**src/rtl/spi_master_ctrl.sv**
```systemverilog
// -----------------------------------------------------------------------------
// spi_master_ctrl
//
// Host-side sequencer for one SPI memory transaction (SPI mode 0). A single
// cycle request (rw/addr/wdata) is latched, then one frame is generated:
//   8 bits   : addr[6:0] followed by rw, MSB first
//   TURN     : turnaround SCLK cycles (reads only, mosi held at 0)
//   8 bits   : wdata shifted out (write) or miso shifted in (read)
//   HOLD     : CLK_DIV clocks with cs low, sclk low
//   GAP      : CLK_DIV clocks with cs high; done pulses in the first one
//
// Parameters
//   CLK_DIV  system clocks per SCLK half-period (>= 1)
//   TURN     turnaround SCLK cycles between address byte and read data (>= 0)
//
// Ports
//   clk        system clock, rising edge
//   reset      synchronous, active-high
//   start      request strobe, accepted while busy = 0
//   rw         1 = read, 0 = write (captured with start)
//   addr[6:0]  memory address (captured with start)
//   wdata[7:0] write data (captured with start)
//   busy       high from the cycle after acceptance until the end of GAP
//   done       one-cycle pulse at frame end
//   rdata[7:0] last read result, valid with done, held until the next read
//   cs         slave chip select, active low
//   sclk       serial clock, idles low
//   mosi       serial data to the slave
//   miso       serial data from the slave
//   dbg_state  current FSM state (IDLE=0 ADDR=1 TURNA=2 DATA=3 HOLD=4 GAP=5)
//
// Handshake: a request is taken on a rising edge where start = 1 and busy = 0;
// there is no back-pressure signal other than busy, and the request fields
// are ignored at every other edge.
//
// Build option SPI_MASTER_CTRL_QUEUE_EN: adds a one-entry request buffer. A
// start seen while busy is stored if the buffer is empty (dropped otherwise)
// and launched at the end of GAP without busy going low.
//
// All outputs are registered from the current state, so every output lags the
// state register by one clock: the state enters ADDR at the accepting edge
// and cs falls one cycle later.
// -----------------------------------------------------------------------------
module spi_master_ctrl #(
  parameter int CLK_DIV = 2,
  parameter int TURN    = 1
) (
  input  logic       clk,
  input  logic       reset,
  input  logic       start,
  input  logic       rw,
  input  logic [6:0] addr,
  input  logic [7:0] wdata,
  output logic       busy,
  output logic       done,
  output logic [7:0] rdata,
  output logic       cs,
  output logic       sclk,
  output logic       mosi,
  input  logic       miso,
  output logic [2:0] dbg_state
);

  typedef enum logic [2:0] {
    S_IDLE  = 3'd0,
    S_ADDR  = 3'd1,
    S_TURNA = 3'd2,
    S_DATA  = 3'd3,
    S_HOLD  = 3'd4,
    S_GAP   = 3'd5
  } state_e;

  localparam int DIV_W   = (CLK_DIV > 1) ? $clog2(CLK_DIV) : 1;
  localparam int BIT_MAX = (TURN > 8) ? TURN : 8;
  localparam int BIT_W   = $clog2(BIT_MAX) + 1;

  localparam logic [DIV_W-1:0] DIV_LAST  = DIV_W'(CLK_DIV - 1);
  localparam logic [DIV_W-1:0] DIV_ONE   = DIV_W'(1);
  localparam logic [BIT_W-1:0] BIT_LAST  = BIT_W'(7);
  localparam logic [BIT_W-1:0] BIT_ONE   = BIT_W'(1);
  localparam logic [BIT_W-1:0] TURN_LAST = BIT_W'(TURN - 1);

  // FSM and counters
  state_e             state_q, state_d;
  logic [DIV_W-1:0]   div_q, div_d;      // clocks within a half-period
  logic               phase_q, phase_d;  // 0 = sclk low half, 1 = high half
  logic [BIT_W-1:0]   bit_q, bit_d;      // bit index within the current state

  // Latched request
  logic               rw_q, rw_d;
  logic [6:0]         addr_q, addr_d;
  logic [7:0]         wdata_q, wdata_d;

  // Receive path
  logic [7:0]         rx_q, rx_d;
  logic [7:0]         rdata_q, rdata_d;

  // Registered outputs
  logic               cs_q, cs_d;
  logic               sclk_q, sclk_d;
  logic               mosi_q, mosi_d;
  logic               busy_q, busy_d;
  logic               done_q, done_d;

  // Derived timing strobes
  logic               half_end;   // last clock of a half-period
  logic               bit_end;    // last clock of a full SCLK cycle
  logic               shifting;   // state drives sclk
  logic               rise_next;  // sclk goes 0->1 at the coming edge
  logic [2:0]         tx_idx;

  // Request sources
  logic               accept;
  logic               q_launch;
  logic               q_pending;
  logic               q_rw;
  logic [6:0]         q_addr;
  logic [7:0]         q_wdata;
  logic               load_req;

  assign half_end  = (div_q == DIV_LAST);
  assign bit_end   = phase_q && half_end;
  assign shifting  = (state_q == S_ADDR) || (state_q == S_TURNA) ||
                     (state_q == S_DATA);
  // First clock of the high half: the registered sclk rises at the end of it,
  // which is the edge at which miso is sampled.
  assign rise_next = shifting && phase_q && (div_q == '0);
  assign tx_idx    = 3'd7 - bit_q[2:0];

`ifdef SPI_MASTER_CTRL_QUEUE_EN
  logic       qv_q, qv_d;
  logic       q_store;
  logic       q_rw_q;
  logic [6:0] q_addr_q;
  logic [7:0] q_wdata_q;

  assign accept    = start && (state_q == S_IDLE) && !busy_q && !qv_q;
  assign q_store   = start && !accept && !qv_q;
  // The buffered request goes out at the end of GAP, or straight from IDLE
  // if it was stored in the last cycle before busy dropped.
  assign q_launch  = qv_q && ((state_q == S_IDLE) ||
                              ((state_q == S_GAP) && half_end));
  assign q_pending = qv_q;
  assign q_rw      = q_rw_q;
  assign q_addr    = q_addr_q;
  assign q_wdata   = q_wdata_q;

  always_comb begin
    qv_d = qv_q;
    if (q_launch) qv_d = 1'b0;
    if (q_store)  qv_d = 1'b1;
  end

  always_ff @(posedge clk) begin
    if (reset) begin
      qv_q      <= 1'b0;
      q_rw_q    <= 1'b0;
      q_addr_q  <= '0;
      q_wdata_q <= '0;
    end else begin
      qv_q <= qv_d;
      if (q_store) begin
        q_rw_q    <= rw;
        q_addr_q  <= addr;
        q_wdata_q <= wdata;
      end
    end
  end
`else
  assign accept    = start && (state_q == S_IDLE) && !busy_q;
  assign q_launch  = 1'b0;
  assign q_pending = 1'b0;
  assign q_rw      = 1'b0;
  assign q_addr    = '0;
  assign q_wdata   = '0;
`endif

  // ---------------------------------------------------------------------------
  // FSM process 1: state register
  // ---------------------------------------------------------------------------
  always_ff @(posedge clk) begin
    if (reset) begin
      state_q <= S_IDLE;
    end else begin
      state_q <= state_d;
    end
  end

  // ---------------------------------------------------------------------------
  // FSM process 2: next state and counters
  // ---------------------------------------------------------------------------
  always_comb begin
    state_d = state_q;
    unique case (state_q)
      S_IDLE: begin
        if (accept || q_launch) state_d = S_ADDR;
      end
      S_ADDR: begin
        if (bit_end && (bit_q == BIT_LAST)) begin
          if (rw_q && (TURN != 0)) state_d = S_TURNA;
          else                     state_d = S_DATA;
        end
      end
      S_TURNA: begin
        if (bit_end && (bit_q == TURN_LAST)) state_d = S_DATA;
      end
      S_DATA: begin
        if (bit_end && (bit_q == BIT_LAST)) state_d = S_HOLD;
      end
      S_HOLD: begin
        if (half_end) state_d = S_GAP;
      end
      S_GAP: begin
        if (half_end) state_d = q_launch ? S_ADDR : S_IDLE;
      end
      default: state_d = S_IDLE;
    endcase
  end

  always_comb begin
    div_d   = div_q;
    phase_d = phase_q;
    bit_d   = bit_q;
    if (state_d != state_q) begin
      // Every state starts with fresh counters.
      div_d   = '0;
      phase_d = 1'b0;
      bit_d   = '0;
    end else if (state_q != S_IDLE) begin
      if (half_end) begin
        div_d = '0;
        if (shifting) begin
          phase_d = ~phase_q;
          if (phase_q) bit_d = bit_q + BIT_ONE;
        end
      end else begin
        div_d = div_q + DIV_ONE;
      end
    end
  end

  // ---------------------------------------------------------------------------
  // FSM process 3: outputs (registered below)
  // ---------------------------------------------------------------------------
  always_comb begin
    cs_d   = 1'b1;
    sclk_d = 1'b0;
    mosi_d = 1'b0;
    busy_d = (state_q != S_IDLE) || q_pending;
    done_d = (state_q == S_GAP) && (div_q == '0);
    unique case (state_q)
      S_ADDR: begin
        cs_d   = 1'b0;
        sclk_d = phase_q;
        mosi_d = (tx_idx == 3'd0) ? rw_q : addr_q[tx_idx - 3'd1];
      end
      S_TURNA: begin
        cs_d   = 1'b0;
        sclk_d = phase_q;
      end
      S_DATA: begin
        cs_d   = 1'b0;
        sclk_d = phase_q;
        mosi_d = rw_q ? 1'b0 : wdata_q[tx_idx];
      end
      S_HOLD: begin
        cs_d = 1'b0;
      end
      default: begin
        cs_d = 1'b1;
      end
    endcase
  end

  // ---------------------------------------------------------------------------
  // Datapath: request latch and receive shifter
  // ---------------------------------------------------------------------------
  assign load_req = (state_d == S_ADDR) &&
                    ((state_q == S_IDLE) || (state_q == S_GAP));

  always_comb begin
    rw_d    = rw_q;
    addr_d  = addr_q;
    wdata_d = wdata_q;
    if (load_req) begin
      if (q_launch) begin
        rw_d    = q_rw;
        addr_d  = q_addr;
        wdata_d = q_wdata;
      end else begin
        rw_d    = rw;
        addr_d  = addr;
        wdata_d = wdata;
      end
    end
  end

  always_comb begin
    rx_d    = rx_q;
    rdata_d = rdata_q;
    if ((state_q == S_DATA) && rw_q && rise_next) begin
      rx_d = {rx_q[6:0], miso};
    end
    // rx_d (not rx_q) so that with CLK_DIV = 1 the last sampled bit, taken
    // at the same edge as the move to HOLD, is included.
    if ((state_q == S_DATA) && (state_d == S_HOLD) && rw_q) begin
      rdata_d = rx_d;
    end
  end

  always_ff @(posedge clk) begin
    if (reset) begin
      div_q   <= '0;
      phase_q <= 1'b0;
      bit_q   <= '0;
      rw_q    <= 1'b0;
      addr_q  <= '0;
      wdata_q <= '0;
      rx_q    <= '0;
      rdata_q <= '0;
      cs_q    <= 1'b1;
      sclk_q  <= 1'b0;
      mosi_q  <= 1'b0;
      busy_q  <= 1'b0;
      done_q  <= 1'b0;
    end else begin
      div_q   <= div_d;
      phase_q <= phase_d;
      bit_q   <= bit_d;
      rw_q    <= rw_d;
      addr_q  <= addr_d;
      wdata_q <= wdata_d;
      rx_q    <= rx_d;
      rdata_q <= rdata_d;
      cs_q    <= cs_d;
      sclk_q  <= sclk_d;
      mosi_q  <= mosi_d;
      busy_q  <= busy_d;
      done_q  <= done_d;
    end
  end

  assign cs        = cs_q;
  assign sclk      = sclk_q;
  assign mosi      = mosi_q;
  assign busy      = busy_q;
  assign done      = done_q;
  assign rdata     = rdata_q;
  assign dbg_state = state_q;

endmodule

```
**config.mk**
```make
export PLATFORM = sky130hd
export DESIGN_NAME = spi_master_ctrl
export DESIGN_NICKNAME = d
export VERILOG_FILES = /design/src/rtl/spi_master_ctrl.sv
export SDC_FILE = /design/constraint.sdc
export NUM_CORES = 1
export LEC_CHECK = 0
export ABC_AREA = 1
export BUFFER_PORTS_ARGS = -buffer_cell sky130_fd_sc_hd__buf_2
export CORE_MARGIN = 2
export CORE_UTILIZATION = 58
export CTS_BUF_LIST = sky130_fd_sc_hd__clkbuf_2
export CTS_CLUSTER_SIZE = 12
export DETAILED_ROUTE_END_ITERATION = 12
export GPL_TIMING_DRIVEN = 1
export PLACE_DENSITY_LB_ADDON = 0.12
export SLEW_MARGIN = 25
export SYNTH_ARGS = -nofsm -noshare
export SYNTH_HDL_FRONTEND = slang
export SYNTH_SLANG_ARGS = --single-unit
```
**constraint.sdc**
```tcl
create_clock -name clk -period 2.6 [get_ports clk]
set_clock_uncertainty 0.2 [all_clocks]
set_input_delay 0.26 -clock clk [delete_from_list [all_inputs] [get_ports clk]]
set_output_delay 0.26 -clock clk [all_outputs]
set_load 0.01 [all_outputs]
```
==> results of run 1 <==
==> power by group through the flow <==
stage / Combinational (mW) / Sequential, mW / Clock (mW)
global route: 0.161 / 0.764 / 0.323
CTS: 0.139 / 0.759 / 0.299
finish: 0.141 / 0.759 / 0.294
floorplan: 0.0899 / 0.766 / 0
global placement: 0.117 / 0.773 / 0
detailed placement: 0.118 / 0.773 / 0
==> layer usage <==
layer | vias up | global-route usage
met4 | 0 | 0.0878
met1 | 899 | 0.325
li1 | 1055 | -
met3 | 6 | 0.0573
met2 | 65 | 0.427
met5 | - | 0
==> layout make-up <==
class / instances / area, um^2 / share of cell area
clock buffer: 5 / 25.0 / 0.00990
clock inverter: 3 / 16.3 / 0.00643
inverter: 30 / 113 / 0.0445
multi-input combinational: 214 / 1040 / 0.412
sequential: 46 / 921 / 0.364
tap: 46 / 57.6 / 0.0228
timing repair buffer: 53 / 355 / 0.141
==> path summary, 6_finish.rpt <==
| path | endpoint | slack, ns | cells after the start |
|---|---|---|---|
| max | div_q$_SDFFE_PP0N_ | 0.57 | 10 |
| min | wdata_q[6]$_SDFFE_PP0P_ | 0.14 | 5 |
| max reg2reg | div_q$_SDFFE_PP0N_ | 0.57 | 10 |
| min reg2reg | rdata[2]$_SDFFE_PP0P_ | 0.28 | 2 |
==> cells by family (layout without fill, tap and decap cells) <==
family	Yosys count	after routing	synth area share
compound gates	51	51	0.125
flops	46	46	0.434
buf+inv	39	91	0.0760
fa+ha+maj	4	4	0.0236
simple gates	155	155	0.325
xor+xnor	4	4	0.0165
==> per-stage QoR <==
step                total power, mW  cells  utilization  instance area (um^2)
finish                         1.19    397        0.740                  2530
global route                   1.25    397        0.740                  2530
CTS                            1.20    397        0.740                  2530
detailed placement            0.890    371        0.675                  2310
global placement              0.889    371        0.675                  2310
floorplan                     0.856    299            -                  2120
==> critical path: cells and delay by family (launching register included) <==
kind	cells	cell delay [ns]
adders and majority gates	1	0.29
buffers and inverters	2	0.31
DFF	1	0.55
and+or+nand+nor	7	0.63
==> Yosys cell counts, types with 3 or more instances <==
cell type,instances,area (um^2)
sky130_fd_sc_hd__inv_1,28,105
sky130_fd_sc_hd__o21ai_1,6,30.0
sky130_fd_sc_hd__ha_1,4,50.1
sky130_fd_sc_hd__a21oi_1,14,70.1
sky130_fd_sc_hd__dfxtp_1,46,921
sky130_fd_sc_hd__and2_1,4,25.0
sky130_fd_sc_hd__nor2_2,3,18.8
sky130_fd_sc_hd__nor2_1,66,248
sky130_fd_sc_hd__clkbuf_1,3,11.3
sky130_fd_sc_hd__buf_2,3,15.0
sky130_fd_sc_hd__xor2_1,3,26.3
sky130_fd_sc_hd__nand2_1,49,184
sky130_fd_sc_hd__o21ai_0,27,135
sky130_fd_sc_hd__nand3_1,21,105
==> sequential cells by signal, indices dropped and copies added (netlist names) <==
| name | cells |
|---|---|
| rw_q | 1 |
| cs | 1 |
| done | 1 |
| bit_q | 4 |
| phase_q | 1 |
| busy | 1 |
| div_q | 1 |
| addr_q | 7 |
| dbg_state | 3 |
| sclk | 1 |
| rx_q | 8 |
| wdata_q | 8 |
| mosi | 1 |
| rdata | 8 |
==> impl_metrics.env, run 1 <==
export IMPL_switching_power_as_a_share_of_total_power=0.279
export IMPL_post_cts_resize_count=0
export IMPL_synth_edf_count=0
export IMPL_cts_repair_timing_setup_buffer_count=0
export IMPL_detailedRoute_firstIterationViolations=236
export IMPL_net_switching_power_mw=0.334
export IMPL_postCtsHoldBufs=18
export IMPL_die_width_um=64.5
export IMPL_detail_route_wl_per_cell_um=11.8
export IMPL_clk_pin_slew_ns=0.24
export IMPL_timing_final_crit_period_ns=2.03
export IMPL_grt_max_degree=27
export IMPL_clock_sink_count=46
export IMPL_yosys_warnings=0
export IMPL_crit_path_cell_trace="inv_1, ha_1, inv_1, nor2_1, nand3_1, nand2_1, nor2_1, nand3_1, nand3_2, nor2_1"
export IMPL_slew_viols_final=0
export IMPL_p_clk_frac=0.246
export IMPL_layout_common_cells="66 x sky130_fd_sc_hd__nor2_1, 49 x sky130_fd_sc_hd__nand2_1, 46 x sky130_fd_sc_hd__dfxtp_1"
export IMPL_synth_area_um2=2120
export IMPL_master_cell_of_the_clock_root_buffer="sky130_fd_sc_hd__clkbuf_2"
export IMPL_initial_utilization=0.622
export IMPL_comb_power_share=0.118
export IMPL_setup_total_negative_slack_ns=0
export IMPL_required_ns=2.74
export IMPL_grt_overflow=0
export IMPL_buffer_ports_inserted=35
export IMPL_route_met3_wl_um=285
export IMPL_run_status="complete, no violations"
export IMPL_die_y_um=64.5
export IMPL_ys_seq_elements=46
export IMPL_antenna_cells_inserted=0
export IMPL_post_route_period_util=0.780
export IMPL_worst_slew_pin_transition_ns=0.611
export IMPL_crit_arrival_ns=2.17
export IMPL_power_frac_seq=0.636
export IMPL_finalSetupViolCount=0
export IMPL_met2WireLength_mm=2.12
export IMPL_vias=2025
export IMPL_grt_use_total=0.255
export IMPL_row_count=21
export IMPL_post_synth_inst_count=299
export IMPL_worst_setup_path_type="reg -> reg"
export IMPL_cts_buffer_count=5
export IMPL_maximum_clock_rate_mhz=493
export IMPL_critical_path_reg2reg_startpoint="bit_q[0]$_SDFFE_PP0P_"
export IMPL_hold_worst_slack_ns=0.138
export IMPL_flow_area_growth_from_synthesis_pct=19.1
export IMPL_gp_congestion=0.948
export IMPL_crit_start="bit_q[0]$_SDFFE_PP0P_"
export IMPL_wl_met1_mm=2.22
export IMPL_clk_insertion_delay_late_ns=0.43
export IMPL_cp_common_cell="sky130_fd_sc_hd__nor2_1"
export IMPL_mappedNetlistNets=323
export IMPL_ys_flop_type="sky130_fd_sc_hd__dfxtp_1"
export IMPL_worst_path_largest_cell_delay_ns=0.55
export IMPL_endpoint_kind="flip-flop"
export IMPL_boundaryPins=36
export IMPL_post_route_cells_drive_above_1_share=0.154
export IMPL_min_delay_src="start"
export IMPL_cap_viol_max_count=0
export IMPL_intPower_mw=0.860
export IMPL_h_tree_depth=2
export IMPL_cts_tree="done"
export IMPL_async_reset_ff_frac=0
export IMPL_num_fill_cells=281
export IMPL_max_slew_margin_rel=0.592
export IMPL_vdd_ir_drop_worst_v=0.000425
export IMPL_fin_ws_ns=0.571
export IMPL_layout_cells_most_common="sky130_fd_sc_hd__nor2_1"
export IMPL_setup_repair_after_global_routing_missed_its_margin="no"
export IMPL_total_leakage_power_nw=1.13
export IMPL_viasPerCell=5.10
export IMPL_cell_pwr_density_nw_per_um2=472
export IMPL_drcViolationCount=0
export IMPL_antenna_violations_before_repair=0
export IMPL_core_area_um2=3420
export IMPL_grt_pass1_vias=1884
export IMPL_drtPass1Iterations=4
export IMPL_start_kind="flip-flop"
export IMPL_sequential_fraction_of_the_synthesis_area=0.434
export IMPL_grt_first_pass_wirelength_mm=8.21
export IMPL_route_final_wire_length_mm=4.68
export IMPL_dp_hpwl_mm=3.16
export IMPL_design_final_nets=374
export IMPL_crit_path_top_delay_cell="sky130_fd_sc_hd__dfxtp_1"
export IMPL_finalHoldViolations=0
export IMPL_synth_distinct_cells=31
export IMPL_ant_nets=0
export IMPL_top_layer="met4"
export IMPL_clock_tree_buffer_depth=2
export IMPL_dp_worst_setup_slack_ns=0.590
export IMPL_dieArea_um2=4160
export IMPL_critical_path_max_fanout=12
export IMPL_hold_path_class="in -> reg"
export IMPL_syn_mean_instance_area_um2=7.10
(Power assumes the default switching activity.)
==> inputs of run 2 (changes only) <==
--- a/config.mk
+++ b/config.mk
@@ -5,10 +5,10 @@
 export SDC_FILE = /design/constraint.sdc
 export NUM_CORES = 1
 export LEC_CHECK = 0
-export ABC_AREA = 1
+export ABC_AREA = 0
 export BUFFER_PORTS_ARGS = -buffer_cell sky130_fd_sc_hd__buf_2
 export CORE_MARGIN = 2
-export CORE_UTILIZATION = 58
+export CORE_UTILIZATION = 57
 export CTS_BUF_LIST = sky130_fd_sc_hd__clkbuf_2
 export CTS_CLUSTER_SIZE = 12
 export DETAILED_ROUTE_END_ITERATION = 12
==> constraint.sdc (replaced) <==
create_clock -name clk -period 2.08 [get_ports clk]
set_clock_uncertainty 0.2 [all_clocks]
set_input_delay 0.208 -clock clk [delete_from_list [all_inputs] [get_ports clk]]
set_output_delay 0.208 -clock clk [all_outputs]
set_load 0.01 [all_outputs]
==> impl_metrics.env, run 2 <==
export IMPL_cell_pwr_density_nw_per_um2=610
export IMPL_worst_path_largest_cell_delay_ns=0.45
export IMPL_clock_tree_buffer_depth=2
export IMPL_synth_distinct_cells=41
export IMPL_h_tree_depth=2
export IMPL_yosys_warnings=0
export IMPL_cts_tree="done"
export IMPL_intPower_mw=1.09
export IMPL_flow_area_growth_from_synthesis_pct=22.2
export IMPL_die_y_um=63.5
export IMPL_hold_path_class="in -> reg"
export IMPL_p_clk_frac=0.260
export IMPL_viasPerCell=5.21
export IMPL_grt_max_degree=26
export IMPL_crit_reg2reg_capture="mosi$_SDFF_PP0_"
export IMPL_clk_insertion_delay_late_ns=0.41
export IMPL_setup_total_negative_slack_ns=0
export IMPL_start_kind="flip-flop"
export IMPL_detailedRoute_firstIterationViolations=89
export IMPL_power_frac_seq=0.626
export IMPL_total_leakage_power_nw=0.964
export IMPL_vdd_ir_drop_worst_v=0.000411
export IMPL_yosys_area_top_type_share=0.456
export IMPL_synth_edf_count=0
export IMPL_slew_viols_final=0
export IMPL_mappedNetlistNets=245
export IMPL_initial_utilization=0.601
export IMPL_master_cell_of_the_clock_root_buffer="sky130_fd_sc_hd__clkbuf_2"
export IMPL_rr_worst_depth=6
export IMPL_finalHoldViolations=0
export IMPL_worst_slew_pin_transition_ns=0.453
export IMPL_hold_path_cell_count=5
export IMPL_dieArea_um2=4040
export IMPL_post_synth_inst_count=221
export IMPL_critical_path_reg2reg_startpoint="bit_q[0]$_SDFFE_PP0P_"
export IMPL_grt_pass1_vias=1588
export IMPL_timing_final_crit_period_ns=1.88
export IMPL_cap_viol_max_count=0
export IMPL_hold_worst_slack_ns=0.102
export IMPL_worst_setup_path_type="reg -> reg"
export IMPL_route_final_wire_length_mm=4.08
export IMPL_net_switching_power_mw=0.416
export IMPL_most_numerous_cell_in_the_yosys_netlist="sky130_fd_sc_hd__dfxtp_1"
export IMPL_switching_power_as_a_share_of_total_power=0.276
export IMPL_setup_repair_after_global_routing_missed_its_margin="no"
export IMPL_antenna_cells_inserted=0
export IMPL_max_slew_margin_rel=0.698
export IMPL_ys_seq_elements=46
export IMPL_core_area_um2=3360
export IMPL_async_reset_ff_frac=0
export IMPL_layout_common_cells="44 x sky130_fd_sc_hd__dfxtp_1, 35 x sky130_fd_sc_hd__nand2_1, 35 x sky130_fd_sc_hd__buf_2"
export IMPL_drtPass1Iterations=4
export IMPL_worst_hold_end="rw_q$_SDFFE_PP0P_"
export IMPL_run_status="complete, no violations"
export IMPL_grt_use_total=0.223
export IMPL_synth_top_cells_by_count="46 x sky130_fd_sc_hd__dfxtp_1, 35 x sky130_fd_sc_hd__nand2_1, 23 x sky130_fd_sc_hd__a21oi_1"
export IMPL_boundaryPins=36
export IMPL_row_count=21
export IMPL_ys_flop_type="sky130_fd_sc_hd__dfxtp_1"
export IMPL_detail_route_wl_per_cell_um=12.7
export IMPL_syn_mean_instance_area_um2=9.14
export IMPL_worst_r2r_setup_slack_ns=0.20
export IMPL_grt_overflow=0
export IMPL_comb_power_share=0.114
export IMPL_crit_arrival_ns=2.02
export IMPL_cts_buffer_count=5
export IMPL_endpoint_kind="flip-flop"
export IMPL_drcViolationCount=0
export IMPL_report_power_total_mw=1.51
export IMPL_sequential_fraction_of_the_synthesis_area=0.456
export IMPL_dp_hpwl_mm=2.70
export IMPL_crit_path_cell_trace="inv_1, ha_1, mux4_2, or3_1, nand4_1, o41ai_1"
export IMPL_clk_pin_slew_ns=0.25
export IMPL_post_route_cell_area_um2=2470
export IMPL_synth_top_cell_by_area="sky130_fd_sc_hd__dfxtp_1"
export IMPL_synth_area_um2=2020
export IMPL_min_delay_src="start"
export IMPL_finalSetupViolCount=0
export IMPL_vias=1673
export IMPL_grt_first_pass_wirelength_mm=7.06
export IMPL_buffer_ports_inserted=35
export IMPL_design_final_nets=298
export IMPL_die_width_um=63.5
export IMPL_gp_congestion=0.895
export IMPL_critical_path_max_fanout=6
export IMPL_layout_cells_most_common="sky130_fd_sc_hd__dfxtp_1"
export IMPL_post_route_cells_drive_above_1_share=0.233
export IMPL_ant_nets=0
export IMPL_post_route_period_util=0.903
export IMPL_crit_path_top_delay_cell="sky130_fd_sc_hd__dfxtp_2"
export IMPL_required_ns=2.22
export IMPL_dpl_cell_area_um2=2240
export IMPL_antenna_violations_before_repair=0
export IMPL_clock_sink_count=46
export IMPL_synth_area_leaders="sky130_fd_sc_hd__dfxtp_1 46%, sky130_fd_sc_hd__nand2_1 6.5%, sky130_fd_sc_hd__mux2i_1 5.9%, sky130_fd_sc_hd__a21oi_1 5.7%, sky130_fd_sc_hd__nor2_1 4.1%"
export IMPL_maximum_clock_rate_mhz=533
run 2: cell types whose count changed after synthesis, moves of 5 or more:
cell / previous run / this run
sky130_fd_sc_hd__nor2_1: 66 / 22
sky130_fd_sc_hd__o21ai_0: 27 / 3
sky130_fd_sc_hd__mux2i_1: 0 / 12
sky130_fd_sc_hd__a211oi_1: 0 / 8
sky130_fd_sc_hd__nand2_1: 49 / 35
sky130_fd_sc_hd__a21oi_1: 14 / 23
sky130_fd_sc_hd__xnor2_1: 1 / 6
sky130_fd_sc_hd__o21ai_1: 6 / 0
sky130_fd_sc_hd__nand3_1: 21 / 2
sky130_fd_sc_hd__inv_1: 28 / 6
run 2: worst max path at each step:
| stage | start | cells past startpoint | endpoint | slack [ns] |
|---|---|---|---|---|
| after floorplan | bit_q[0]$_SDFFE_PP0P_ | 7 | mosi$_SDFF_PP0_ | 0.11 |
| after global placement | dbg_state[0]$_SDFF_PP0_ | 4 | bit_q[0]$_SDFFE_PP0P_ | 0.15 |
| after detailed placement | bit_q[0]$_SDFFE_PP0P_ | 6 | mosi$_SDFF_PP0_ | 0.09 |
| after CTS | dbg_state[0]$_SDFF_PP0_ | 4 | bit_q[3]$_SDFFE_PP0P_ | 0.05 |
| after global routing | bit_q[0]$_SDFFE_PP0P_ | 6 | rdata[2]$_SDFFE_PP0P_ | 0.09 |
| final | bit_q[0]$_SDFFE_PP0P_ | 6 | mosi$_SDFF_PP0_ | 0.20 |
run 2: final cells by class:
cell class	instances	area [um^2]
flip-flops and latches	46	923
multi-input cells	154	1000
clock inverters	3	25.0
fillers	299	893
well taps	46	57.6
inverters	6	22.5
repair buffers	61	415
clock buffers	5	25.0
run 2: power by group through the flow:
stage / combinational [mW] / sequential (mW) / clock (mW)
after floorplan: 0.108 / 0.946 / 0
after global placement: 0.142 / 0.958 / 0
after detailed placement: 0.144 / 0.959 / 0
after CTS: 0.170 / 0.943 / 0.402
after global routing: 0.192 / 0.949 / 0.437
final: 0.172 / 0.943 / 0.391
run 2: cell families after synthesis:
family | count (synthesis) | share of synthesized area
AO/OA/AOI/OAI | 45 | 0.139
XOR/XNOR | 7 | 0.0303
adder cells (fa/ha/maj) | 4 | 0.0248
buffers and inverters | 21 | 0.0489
flip-flops | 46 | 0.456
multiplexers | 15 | 0.0929
AND/OR/NAND/NOR | 83 | 0.208
run 2: routing by layer:
metal,GRT usage,share of wire,vias to the layer above
met2,0.401,0.50,37
met5,0,0,-
met1,0.262,0.45,760
li1,-,-,871
met4,0.0734,0.013,0
met3,0.0446,0.039,5
run 2: repair_timing:
item                       in CTS  in global routing
hold buffers                   18                  0
buffers inserted                0                  0
setup endpoints to repair       0                 12
hold endpoints to repair       18                  0
resized for setup               0                  3
run 2: critical path, delay by kind of cell, from the launching register on:
kind | cells | cell delay (ns)
AOI/OAI and AO/OA | 1 | 0.06
and+or+nand+nor | 2 | 0.40
buffers and inverters | 1 | 0.06
adders and majority gates | 1 | 0.34
DFF | 1 | 0.45
muxes | 1 | 0.30
run 2: stage by stage:
step / instances / utilization / setup WS [ns]
2_1_floorplan: 221 / - / 0.112
5_1_grt: 321 / 0.734 / 0.0879
4_1_cts: 321 / 0.734 / 0.0538
3_5_place_dp: 295 / 0.665 / 0.0945
3_3_place_gp: 295 / 0.665 / 0.147
6_report: 321 / 0.734 / 0.202
